--- src/rtl/mem_port_arbiter.sv ---
// mem_port_arbiter: shares one memory port between instruction fetch (IF)
// and the load/store unit (LS). Only one transaction is outstanding at a
// time. Each response goes back to the requester that won the grant. A
// watchdog aborts the transaction when memory stays silent too long.
//
// Optional build macro MEM_ARB_RR_EN: when defined, simultaneous requests
// alternate between the two requesters. When undefined, LS always wins
// contention.
module mem_port_arbiter #(
  parameter int ADDR_W  = 32,
  parameter int DATA_W  = 32,
  parameter int TIMEOUT = 16
) (
  input  logic                clk,
  input  logic                rst,
  input  logic                if_req,
  input  logic [ADDR_W-1:0]   if_addr,
  output logic                if_gnt,
  output logic                if_rvalid,
  output logic [DATA_W-1:0]   if_rdata,
  input  logic                ls_req,
  input  logic                ls_we,
  input  logic [DATA_W/8-1:0] ls_be,
  input  logic [ADDR_W-1:0]   ls_addr,
  input  logic [DATA_W-1:0]   ls_wdata,
  output logic                ls_gnt,
  output logic                ls_rvalid,
  output logic [DATA_W-1:0]   ls_rdata,
  output logic                err,
  output logic                mem_req,
  output logic                mem_we,
  output logic [DATA_W/8-1:0] mem_be,
  output logic [ADDR_W-1:0]   mem_addr,
  output logic [DATA_W-1:0]   mem_wdata,
  input  logic                mem_rvalid,
  input  logic [DATA_W-1:0]   mem_rdata
);

  localparam int BE_W  = DATA_W / 8;
  // The counter only has to reach TIMEOUT-1.
  localparam int CNT_W = (TIMEOUT > 1) ? $clog2(TIMEOUT) : 1;
  localparam logic [CNT_W-1:0] CNT_LAST = CNT_W'(TIMEOUT - 1);

  typedef enum logic [1:0] {
    IDLE    = 2'd0,
    WAIT_IF = 2'd1,
    WAIT_LS = 2'd2
  } state_t;

  state_t           state_reg, state_next;
  logic [CNT_W-1:0] cnt_reg, cnt_next;

  logic if_want;
  logic ls_want;
  logic pick_ls;
  logic pick_if;

  // Requests are masked while reset is asserted. This keeps every output low
  // during reset, even if a requester is already raising its request.
  assign if_want = if_req & rst;
  assign ls_want = ls_req & rst;

`ifdef MEM_ARB_RR_EN
  // This flag is 1 when LS won the most recent grant. Under contention, the
  // other requester is chosen next.
  logic last_ls_reg;
  assign pick_ls = ls_want & (~if_want | ~last_ls_reg);
`else
  // Fixed priority: the load/store unit wins whenever it is requesting.
  assign pick_ls = ls_want;
`endif
  assign pick_if = if_want & ~pick_ls;

  // Next-state logic. It also produces the grants and the routed responses.
  always_comb begin
    state_next = state_reg;
    cnt_next   = cnt_reg;
    if_gnt     = 1'b0;
    ls_gnt     = 1'b0;
    if_rvalid  = 1'b0;
    if_rdata   = '0;
    ls_rvalid  = 1'b0;
    ls_rdata   = '0;
    err        = 1'b0;
    case (state_reg)
      IDLE: begin
        if (pick_ls) begin
          ls_gnt     = 1'b1;
          state_next = WAIT_LS;
          cnt_next   = '0;
        end else if (pick_if) begin
          if_gnt     = 1'b1;
          state_next = WAIT_IF;
          cnt_next   = '0;
        end
      end
      WAIT_IF: begin
        cnt_next = cnt_reg + CNT_W'(1);
        // A real response takes precedence over a timeout in the same cycle.
        if (mem_rvalid) begin
          if_rvalid  = 1'b1;
          if_rdata   = mem_rdata;
          state_next = IDLE;
        end else if (cnt_reg == CNT_LAST) begin
          if_rvalid  = 1'b1;
          err        = 1'b1;
          state_next = IDLE;
        end
      end
      WAIT_LS: begin
        cnt_next = cnt_reg + CNT_W'(1);
        if (mem_rvalid) begin
          ls_rvalid  = 1'b1;
          ls_rdata   = mem_rdata;
          state_next = IDLE;
        end else if (cnt_reg == CNT_LAST) begin
          ls_rvalid  = 1'b1;
          err        = 1'b1;
          state_next = IDLE;
        end
      end
      default: begin
        state_next = IDLE;
      end
    endcase
  end

  // Memory request fields are taken from the winning requester. An
  // instruction fetch is always a full-width read.
  assign mem_req  = if_gnt | ls_gnt;
  assign mem_we   = ls_gnt & ls_we;
  assign mem_addr = ls_gnt ? ls_addr : (if_gnt ? if_addr : '0);

  genvar gi;
  generate
    for (gi = 0; gi < BE_W; gi++) begin : g_lane
      assign mem_be[gi]          = ls_gnt ? ls_be[gi] : if_gnt;
      assign mem_wdata[gi*8 +: 8] = ls_gnt ? ls_wdata[gi*8 +: 8] : 8'h00;
    end
  endgenerate

  // State and watchdog registers. Reset abandons any transaction in flight.
  always_ff @(posedge clk or negedge rst) begin
    if (!rst) begin
      state_reg <= IDLE;
      cnt_reg   <= '0;
    end else begin
      state_reg <= state_next;
      cnt_reg   <= cnt_next;
    end
  end

`ifdef MEM_ARB_RR_EN
  // Record the winner of every grant, whether or not it was contested.
  always_ff @(posedge clk or negedge rst) begin
    if (!rst) begin
      last_ls_reg <= 1'b0;
    end else if (if_gnt | ls_gnt) begin
      last_ls_reg <= ls_gnt;
    end
  end
`endif

endmodule

--- config.mk ---
export PLATFORM = sky130hd
export DESIGN_NAME = mem_port_arbiter
export DESIGN_NICKNAME = d
export VERILOG_FILES = /design/src/rtl/mem_port_arbiter.sv
export SDC_FILE = /design/constraint.sdc
export NUM_CORES = 1
export LEC_CHECK = 0
export ABC_AREA = 1
export CAP_MARGIN = 5
export CORE_AREA = 3 3 105 107
export DETAILED_ROUTE_END_ITERATION = 8
export DIE_AREA = 0 0 108 110
export SLEW_MARGIN = 10
export SYNTH_ARGS = -nofsm -noshare
export SYNTH_HDL_FRONTEND = slang
export SYNTH_SLANG_ARGS = --single-unit
--- constraint.sdc ---
create_clock -name clk -period 2.9 [get_ports clk]
set_input_delay 0.58 -clock clk [delete_from_list [all_inputs] [get_ports clk]]
set_output_delay 0.58 -clock clk [all_outputs]
set_load 0.1 [all_outputs]
### Yosys cells after proc, flatten, opt, wreduce, memory -nomap -nowiden

Cells that the tools add are included.

| word-level totals | value |
|---|---|
| flip-flop bits (word level) | 6 |
| bits of input ports | 138 |
| logic and storage cells | 51 |
| output and inout bits | 139 |

| operators by class | value |
|---|---|
| add/subtract/negate cells | 1 |
| bitwise gates (word level) | 6 |
| muxes and demuxes | 32 |
| equal/unequal tests | 5 |
| reduce and logical (&&, ||, !) cells | 5 |

Operators by type and width:

| operator | number |
|---|---|
| 2-to-1 mux 32 bit | 5 |
| 2-to-1 mux 8 bit | 4 |
| 2-to-1 mux 1 bit | 15 |
| 2-to-1 mux 2 bit | 4 |
| 2-to-1 mux 4 bit | 2 |
| one-hot mux 4 bit (2 select lines) | 1 |
| adder 4 x 1 -> 4 bit, second input constant | 1 |
| AND 1 bit | 4 |
| == test 4 bit, second input constant | 1 |
| one-hot mux 2 bit (2 select lines) | 1 |
| AND reduction 2 bit | 2 |
| != test 3 x 1 -> 1 bit, second input constant | 1 |
| != test 3 bit, second input constant | 1 |
| == test 2 x 1 -> 1 bit, second input constant | 1 |
| == test 2 bit, second input constant | 1 |
| logical NOT 2 bit | 1 |
| nonzero test 2 bit | 1 |
| OR reduction 2 bit | 1 |
| inverter 1 bit | 1 |
| bitwise OR 1 bit | 1 |

### Logic depth before layout (Yosys ltp)

| logic depth | value |
|---|---|
| depth in word-level cells | 8 |
| gate-level depth with buffers | 8 |

### Least setup slack after synthesis

No wires, ideal clock.

| path | value |
|---|---|
| kind | input port to output port |
| start point | input port mem_rvalid |
| end point | output port if_rdata[0] |
| arrival time | 3019 ps |
| buffers on the path | 2 |
| path slack | -699 ps |
| stages | 4 |
| path through | inv_1 -> buf_2 -> buf_2 -> nor3_1 |

| on the way | value |
|---|---|
| word-level cells in the longest chain between the ends | 2 |

Ends and longest elaborated chain:

| item | RTL line | source |
|---|---|---|
| from (decl) | 35 | `input logic mem_rvalid,` |
| 2-to-1 mux 32 bit | 100 | `if (mem_rvalid) begin` |
| 2-to-1 mux 32 bit | 85 | `case (state_reg)` |
| to (decl) | 20 | `output logic [DATA_W-1:0] if_rdata,` |

Every way passes these cells.

### Worst setup path after layout

| path | value |
|---|---|
| start point | input port rst |
| end point | output port mem_addr[12] |

| on the way | value |
|---|---|
| word-level cells in the longest chain between the ends | 8 |

Ends and longest elaborated chain:

| item | RTL line | source |
|---|---|---|
| from (decl) | 15 | `input logic rst,` |
| AND 1 bit | 61 | `assign ls_want = ls_req & rst;` |
| inverter 1 bit | 72 | `assign pick_if = if_want & ~pick_ls;` |
| AND 1 bit | 72 |  |
| 2-to-1 mux 1 bit | 91 | `end else if (pick_if) begin` |
| 2-to-1 mux 1 bit | 87 | `if (pick_ls) begin` |
| 2-to-1 mux 1 bit | 85 |  |
| 2-to-1 mux 32 bit | 132 | `assign mem_addr = ls_gnt ? ls_addr : (if_gnt ? if_addr : '0);` |
| 2-to-1 mux 32 bit * | 132 |  |
| to (decl) | 33 | `output logic [ADDR_W-1:0] mem_addr,` |

Mark *: on every way between the ends. The rest lies on a longest branch, timed or not.

==> flow_summary.yaml <==
floorplanning:
  io_pins: 277
  dieArea_um2: 11900
  die_w_um: 108
  placementRows: 37
  core_um2: 10200
  die_h_um: 110
  start_util_pct: 16.6
route:
  ant_nets: 0
  vias_per_cell: 4.19
  routedWlPerCell_um: 14.3
  vias: 3160
  drc: 0
  drt-total-wl_um: 10800
  first_pass_iters: 5
  drt_iter0_markers: 151
power_and_ir_drop:
  vdd_ir_drop_max_mv: 0.335
  p_leak_nw: 2.81
  pwr-share-comb_pct: 93.4
  switching_share_pct: 64.3
  p_sw_mw: 2.62
  seqPwrFrac_pct: 3.3
  clock_power_share_pct: 3.2
  internal_power_mw: 1.45
  p_per_area_nw_per_um2: 661
setup_path:
  rr_startpoint: "state_reg[0]"
  endpoint_kind: "output pin"
  path_class: "in -> out"
  startpoint_type: "input pin"
  crit_fanout: 33
  r2r_slack_ns: 1.44
  critPathLaunch: "rst"
  critPathCapture: "mem_addr[12]"
  worstPathRequired_ns: 2.32
  reg2regPathDepth: 7
  cp.arrival_ns: 2.15
  reg2reg_to: "cnt_reg[0]"
timing:
  tightest_slew_ns: 1.13
  setup_violations: 0
  fin_crit_sh_pct: 94.3
  hold_viol: 0
  worst_hold_slack_ns: 0.497
  rsz0062_at_grt: "false"
  final_max_slew_viol_count: 0
  skew_ns: 0.00284
  fmax_mhz: 366
  slew_headroom_pct: 24.7
  fin_crit_ns: 2.73
synthesis:
  ys_top_cells_by_area: "nand2_1, nor3_1, inv_1"
  syn_nets: 499
  synth_common_cells: "nand2_1, inv_1, nor3_1"
  ys.warnings.count: 0
  syn_area_um2: 1700
  seq_area_frac_synth_pct: 8.83
  synth_edf_count: 0
  syn_inst: 357
  synth_most_common_cell: "nand2_1"
  yosysUniqueCellTypes: 19
  post_synth.cell_area_avg_um2: 4.76
  async_flop_share_pct: 100
  yosys_register_bits: 6
  synth_flop_cell: "dfrtp_1"
  synth.largest_area_cell: "nand2_1"
  synth_top_area_share_pct: 26.0
clocking:
  cts.reportedPaths.clkPinSlew_ns: 0.04
  clk_path_buf_depth: 2
  cts-resized-gates: 0
  h-tree-depth: 1
  post_cts_buffers: 0
  cts_hold_buffers: 0
  cts_sinks: 6
  cts_buffers: 3
  cts_tree: "yes"
  clk_root_buffer_cell: "clkbuf_8"
  insertion_delay_ns: 0.23
layout:
  antenna_cells: 0
  fin_nets: 763
  final_cells: 755
  area_delta_synth_final_pct: 262
  fin_area_um2: 6150
  final_layout_size_suffix_gt1_share_pct: 31.5
  largest_reg_flops: 4
worst_hold_path:
  hp-class: "reg -> reg"
place:
  port_buffers: 276
  routabilityCongestion: 0.773
  place_area_um2: 6110
  dp_hpwl_um: 9390
  dpl.cell_count: 752
global_route:
  grt_pass1_wl_um: 15400
  grt_pass1_vias: 3070
  antenna_found_initial: 0
  grt_max_degree: 52
  gr-usage-all-layers_pct: 16.3
  grt.overflow.total: 0
flow_run:
  cap_violations: 0
status:
  status: "finished, final reports clean"
cells by family (layout without fill, tap and decap cells):
group	count (synthesis)	count (layout)	share of synthesized area [%]
fa+ha+maj	4	4	2.94
flops	6	6	8.83
buf+inv	103	365	25.8
simple gates	241	241	61.5
compound gates	3	3	0.883
critical path: stages:
cell,delay [ns]
clkdlybuf4s50_1,0.55
nand3_2,0.20
nor2_4,0.19
buf_12,0.22
nand2_1,0.09
nand2_1,0.12
buf_12,0.18
worst min path at each step:
stage	start	endpoint	slack [ns]	depth (start not counted)
4_1_cts	state_reg[1]	state_reg[1]	0.50	2
3_5_place_dp	state_reg[1]	state_reg[1]	0.49	2
3_3_place_gp	state_reg[1]	state_reg[1]	0.48	2
6_report	state_reg[1]	state_reg[1]	0.50	2
5_1_grt	state_reg[1]	state_reg[1]	0.54	2
2_1_floorplan	rst	cnt_reg[0]	0.28	0
cell usage in the layout, fill, tap and decap left out, drive strengths merged:
cell type / synthesis / layout
clkbuf: 4 / 3
nand4: 5 / 5
nor3: 65 / 65
ha: 4 / 4
buf: 20 / 146
a21oi: 3 / 3
nor2: 36 / 36
inv: 79 / 79
nand3: 6 / 6
clkdlybuf4s50: 0 / 137
dfrtp: 6 / 6
nand2: 129 / 129
cell type report:
| cell class | instances | area, µm² |
|---|---|---|
| clock buffer | 3 | 41.3 |
| fill | 875 | 4080 |
| inverter | 79 | 297 |
| multi-input combinational | 248 | 1240 |
| sequential | 6 | 150 |
| tap | 136 | 170 |
| timing repair buffer | 283 | 4260 |
metal layers:
layer / track usage, % / part of all wire (%)
met5: 0 / 0
met4: 3.79 / 1.4
met3: 6.06 / 12
met2: 30.3 / 52
met1: 17.6 / 35
stage by stage:
step           setup TNS (ns)  utilization [%]  setup WS, ns  total power [mW]
2_1_floorplan          -30.20                -        -0.699              2.48
4_1_cts                     0             60.1         0.161              4.09
3_5_place_dp                0             59.7         0.165              3.95
5_1_grt                     0             60.1        0.0172              4.21
3_3_place_gp                0             59.7         0.215              3.92
6_report                    0             60.1         0.166              4.07
power by group through the flow:
stage          registers [mW]  logic, mW  clock network (mW)
2_1_floorplan           0.130       2.35                   0
3_3_place_gp            0.133       3.79                   0
3_5_place_dp            0.136       3.82                   0
4_1_cts                 0.135       3.82               0.134
5_1_grt                 0.141       3.93               0.137
6_report                0.136       3.80               0.131
Power figures use the tool's default switching activity.
==> edit 1: new RTL, same settings <==
Put a register stage on the output `err`, cleared by the reset. The value now appears one clock later. The other outputs are not delayed to match.
--- a/src/rtl/mem_port_arbiter.sv
+++ b/src/rtl/mem_port_arbiter.sv
@@ -48,4 +48,6 @@
   } state_t;
 
+  logic err_d;
+
   state_t           state_reg, state_next;
   logic [CNT_W-1:0] cnt_reg, cnt_next;
@@ -82,5 +84,5 @@
     ls_rvalid  = 1'b0;
     ls_rdata   = '0;
-    err        = 1'b0;
+    err_d      = 1'b0;
     case (state_reg)
       IDLE: begin
@@ -104,5 +106,5 @@
         end else if (cnt_reg == CNT_LAST) begin
           if_rvalid  = 1'b1;
-          err        = 1'b1;
+          err_d      = 1'b1;
           state_next = IDLE;
         end
@@ -116,5 +118,5 @@
         end else if (cnt_reg == CNT_LAST) begin
           ls_rvalid  = 1'b1;
-          err        = 1'b1;
+          err_d      = 1'b1;
           state_next = IDLE;
         end
@@ -162,4 +164,12 @@
 `endif
 
+  always_ff @(posedge clk or negedge rst) begin
+    if (!rst) begin
+      err <= '0;
+    end else begin
+      err <= err_d;
+    end
+  end
+
 endmodule
 
Function: same outputs for any inputs over 10 cycles, from zero or initial values and one cycle with rst low; that may be too few to reach the edited logic, so the function may still have changed.
==> edit 1 against the original RTL <==
Synthesized cell count shrank 3.1%; sequential cell count increased by 1; clock power up 7%; clock skew fell by 0.0021 ns; final area decreased by 0.85%; power up 3.8%; count of clock-buffer cells in the layout increased by 1; highest routed layer unchanged; cell count is 0.40% lower; area after synthesis fell by 4.0%; setup slack got worse by 0.021 ns; via count is 1.9% lower; fmax fell by 0.75%; wire length grew 3.1%; largest power group unchanged.
==> edit 1: results (changes against the original RTL) <==
| Metric | Value |
|---|---|
| Vias per std cell | `4.12 (was 4.19)` |
| # setup viols final | `0 (unchanged)` |
| Dpl ws | `0.230 ns (was 0.165 ns)` |
| Post-synth ARST share | `1.00 (unchanged)` |
| Vias in the first global route | `3130 (was 3070)` |
| H-tree levels | `1 (unchanged)` |
| Seq/Total Area, Yosys | `0.107 (was 0.0883)` |
| Share of cells above drive strength 1 | `0.294 (was 0.315)` |
| Longest Clk Path Bufs | `2 (unchanged)` |
| Root Driver | `clkbuf_8 (unchanged)` |
| Hold EP | `state_reg[1] (unchanged)` |
| Lkg Pwr | `0.00281 µW (about the same)` |
| Pre-antenna DRT Iters | `4 (was 5)` |
| Fillers | `884 (was 875)` |
| Fmax | `363 MHz (was 366 MHz)` |
| Drt wl/cell | `14.8 µm (was 14.3 µm)` |
| Max VDD drop | `0.412 mV (was 0.335 mV)` |
| Initial DRC count | `123 (was 151)` |
| Worst Max-Slew Pin Slew | `1.09 ns (was 1.13 ns)` |
| I/O Buffers | `276 (unchanged)` |
| Largest net degree at the start of global routing | `50 (was 52)` |
| R2r setup slk | `1.44 ns (about the same)` |
| Critical Path AT | `2.18 ns (was 2.15 ns)` |
| Initial antenna violation count | `0 (unchanged)` |
| Commonest cells in the netlist | `nand2_1, inv_1, nor3_1 (unchanged)` |
| First-pass GRT wire length | `16.1 mm (was 15.4 mm)` |
| Clock transition at the registers of the reported paths | `0.04 ns (about the same)` |
| Nets@finish | `759 (was 763)` |
| Detailed Place HPWL | `9.80 mm (was 9.39 mm)` |
| Worst hold path startpoint | `state_reg[1] (unchanged)` |
| Tot GR Track Use | `0.169 (was 0.163)` |
| Largest cells by area after synthesis | `nand2_1, nor3_1, inv_1 (unchanged)` |
| Worst stage delay on the critical path | `0.79 ns (was 0.55 ns)` |
| Post-CTS setup buffers | `0 (unchanged)` |
| Worst flop-to-flop path startpoint | `state_reg[1] (was state_reg[0])` |
| Routability Congestion | `0.750 (was 0.773)` |
| Synth unique cells | `20 (was 19)` |
| Status | `complete, no violations (unchanged)` |
| Clock buffer count from CTS | `3 (unchanged)` |
| CP top delay family | `buffers and inverters (unchanged)` |
| Worst-path fanout max | `30 (was 33)` |
| Post-Syn Nets | `488 (was 499)` |
| Cells on worst reg2reg path | `7 (unchanged)` |
| Max FFs per register | `4 (unchanged)` |
| Main flop type after synthesis | `dfrtp_1 (unchanged)` |
| Reg2Reg Capture Point | `cnt_reg[2] (was cnt_reg[0])` |
| Final core utilization | `0.596 (was 0.601)` |
| Critical path origin | `state_reg[0] (was rst)` |
| Setup skew after layout | `0.000717 ns (was 0.00284 ns)` |
| CTS resizes | `0 (unchanged)` |
| Critical-path top delay cell | `inv_1 (was clkdlybuf4s50_1)` |
| Ant diodes | `0 (unchanged)` |
| Synth area leader | `nand2_1 (unchanged)` |
| YS warnings | `0 (unchanged)` |
==> edit 1: cell types whose count changed after synthesis, sizes merged, moves of 2 or more <==
cell    unedited run  this run
nand2            129       122
o21ai              0         5
nand4              5         1
inv               79        76
clkbuf             4         2
nor2              36        34
==> edit 1: final cells by class <==
cell class	instances	share of cell area
Clock buffer	4	0.00738
Sequential cell	7	0.0287
Multi-Input combinational cell	240	0.188
Timing Repair Buffer	288	0.700
Inverter	77	0.0480
Tap cell	136	0.0279
==> edit 1: worst max path at each step <==
stage | to | cells after the start
2_1_floorplan | if_rdata[0] | 4
3_3_place_gp | mem_wdata[11] | 7
3_5_place_dp | mem_addr[31] | 9
5_1_grt | ls_rdata[5] | 6
4_1_cts | ls_rdata[5] | 6
6_report | ls_rdata[5] | 6
==> edit 1: kinds of logic (layout without fill, tap and decap cells) <==
group,after synthesis,after routing,share of synthesized area
simple gates,228,228,0.585
buf+inv,99,369,0.250
compound gates,7,7,0.0215
fa+ha+maj,4,4,0.0307
flops,7,7,0.107
xor+xnor,1,1,0.00537
==> edit 1: power breakdown <==
group          switching, µW  internal (µW)
Sequential              25.6            122
Clock                   44.5           95.3
Combinational           2630           1300
==> edit 1: through the flow <==
step	area (µm²)	cells	hold WS (ns)	setup TNS [ns]
finish	6100	752	0.542	0
detailed placement	6060	748	0.514	0
floorplan	1730	346	0.284	-30.80
global route	6100	752	0.560	0
global placement	6060	748	0.498	0
CTS	6100	752	0.525	0
==> edit 1: per-layer routing <==
metal  vias to the layer above  global-route usage  share of wire
met3                        11              0.0635           0.12
met2                       177               0.326           0.53
met5                         -                   0              0
met4                         0              0.0243          0.010
li1                       1568                   -              -
met1                      1344               0.179           0.34
==> edit 2: new RTL, same flow settings <==
Made on the original files. Set the parameter `TIMEOUT` to 32 (it was 16).
--- a/src/rtl/mem_port_arbiter.sv
+++ b/src/rtl/mem_port_arbiter.sv
@@ -10,5 +10,5 @@
   parameter int ADDR_W  = 32,
   parameter int DATA_W  = 32,
-  parameter int TIMEOUT = 16
+  parameter int TIMEOUT = 32
 ) (
   input  logic                clk,
Check against the original RTL: same outputs for any inputs over 10 cycles, from zero or initial values and one cycle with rst low; that may be too few to reach the edited logic, so the function may still have changed.
==> edit 2 against the original RTL <==
Sequential cell count up 1; area after synthesis down 0.59%; power up 4.0%; largest power group unchanged; final area up 0.71%; non-clock buffer count up 4; setup slack worse by 0.051 ns; wire length up 1.4%; clock skew down 0.00070 ns; clock power up 7%.
==> edit 2: results (changes against the original RTL) <==
| Metric | Value |
|---|---|
| Setup skew after layout | `0.00214 ns (was 0.00284 ns)` |
| Synth Area per Inst | `4.72 µm² (was 4.76 µm²)` |
| Cells on worst reg2reg path | `8 (was 7)` |
| Seq/Total Area, Yosys | `0.104 (was 0.0883)` |
| Pre-antenna DRT Iters | `4 (was 5)` |
| Lkg Pwr | `0.00287 µW (was 0.00281 µW)` |
| Worst-path fanout max | `14 (was 33)` |
| Post-Syn Nets | `501 (was 499)` |
| Reg2Reg Capture Point | `state_reg[1] (was cnt_reg[0])` |
| Synth-to-Final Area Change | `267% (was 262%)` |
| Share of cells above drive strength 1 | `0.289 (was 0.315)` |
| CP endpoint | `mem_be[0] (was mem_addr[12])` |
| Max VDD drop | `0.510 mV (was 0.335 mV)` |
| Initial DRC count | `108 (was 151)` |
| Routability Congestion | `0.766 (was 0.773)` |
| Critical Path AT | `2.21 ns (was 2.15 ns)` |
| Nets@finish | `770 (was 763)` |
| Met1 wire length | `3.71 mm (was 3.74 mm)` |
| Worst flop-to-flop path startpoint | `cnt_reg[0] (was state_reg[0])` |
| Tot GR Track Use | `0.170 (was 0.163)` |
| Status | `complete, no violations (unchanged)` |
| Fillers | `870 (was 875)` |
| Commonest cells in the netlist | `nand2_1, inv_1, nor3_1 (unchanged)` |
| Largest cells by area after synthesis | `nand2_1, nor3_1, inv_1 (unchanged)` |
| Routed WL | `11.0 mm (was 10.8 mm)` |
| First-pass GRT wire length | `16.1 mm (was 15.4 mm)` |
| Fmax | `359 MHz (was 366 MHz)` |
| Initial antenna violation count | `0 (unchanged)` |
| Worst Max-Slew Pin Slew | `0.449 ns (was 1.13 ns)` |
| Met2 Track Usage GR | `0.332 (was 0.303)` |
| Largest net degree at the start of global routing | `42 (was 52)` |
| Dpl cell area | `6150 µm² (was 6110 µm²)` |
| Grt met1 use | `0.184 (was 0.176)` |
| Worst stage delay on the critical path | `0.60 ns (was 0.55 ns)` |
| Min Hold Slack | `0.521 ns (was 0.497 ns)` |
| Detailed Place HPWL | `9.66 mm (was 9.39 mm)` |
| Max FFs per register | `5 (was 4)` |
| Grt met3 use | `0.0448 (was 0.0606)` |
| Min-Delay Path Depth | `2 (unchanged)` |
| Net Sw Frac | `0.640 (was 0.643)` |
| Vias per std cell | `4.15 (was 4.19)` |
| Post-Place Cells | `758 (was 752)` |
| Dpl ws | `0.118 ns (was 0.165 ns)` |
| R2r setup slk | `1.37 ns (was 1.44 ns)` |
edit 2: power by group through the flow:
| stage | combinational [µW] | sequential [µW] | clock (µW) |
|---|---|---|---|
| 3_3_place_gp | 3950 | 144 | 0 |
| 5_1_grt | 4090 | 149 | 147 |
| 3_5_place_dp | 3970 | 146 | 0 |
| 6_report | 3940 | 146 | 140 |
| 2_1_floorplan | 2410 | 141 | 0 |
| 4_1_cts | 3970 | 145 | 139 |
edit 2: logic make-up after synthesis:
| kind of cell | after synthesis | synth area share |
|---|---|---|
| adders and majority gates | 5 | 0.0370 |
| DFF | 7 | 0.104 |
| and+or+nand+nor | 242 | 0.610 |
| buffers and inverters | 101 | 0.241 |
| AOI/OAI and AO/OA | 3 | 0.00888 |
edit 2: final cells by class:
cell class,instances,area share
Timing Repair Buffer,287,0.694
Multi-Input combinational cell,250,0.196
Clock buffer,4,0.00727
Inverter,78,0.0474
Tap cell,136,0.0275
Sequential cell,7,0.0283
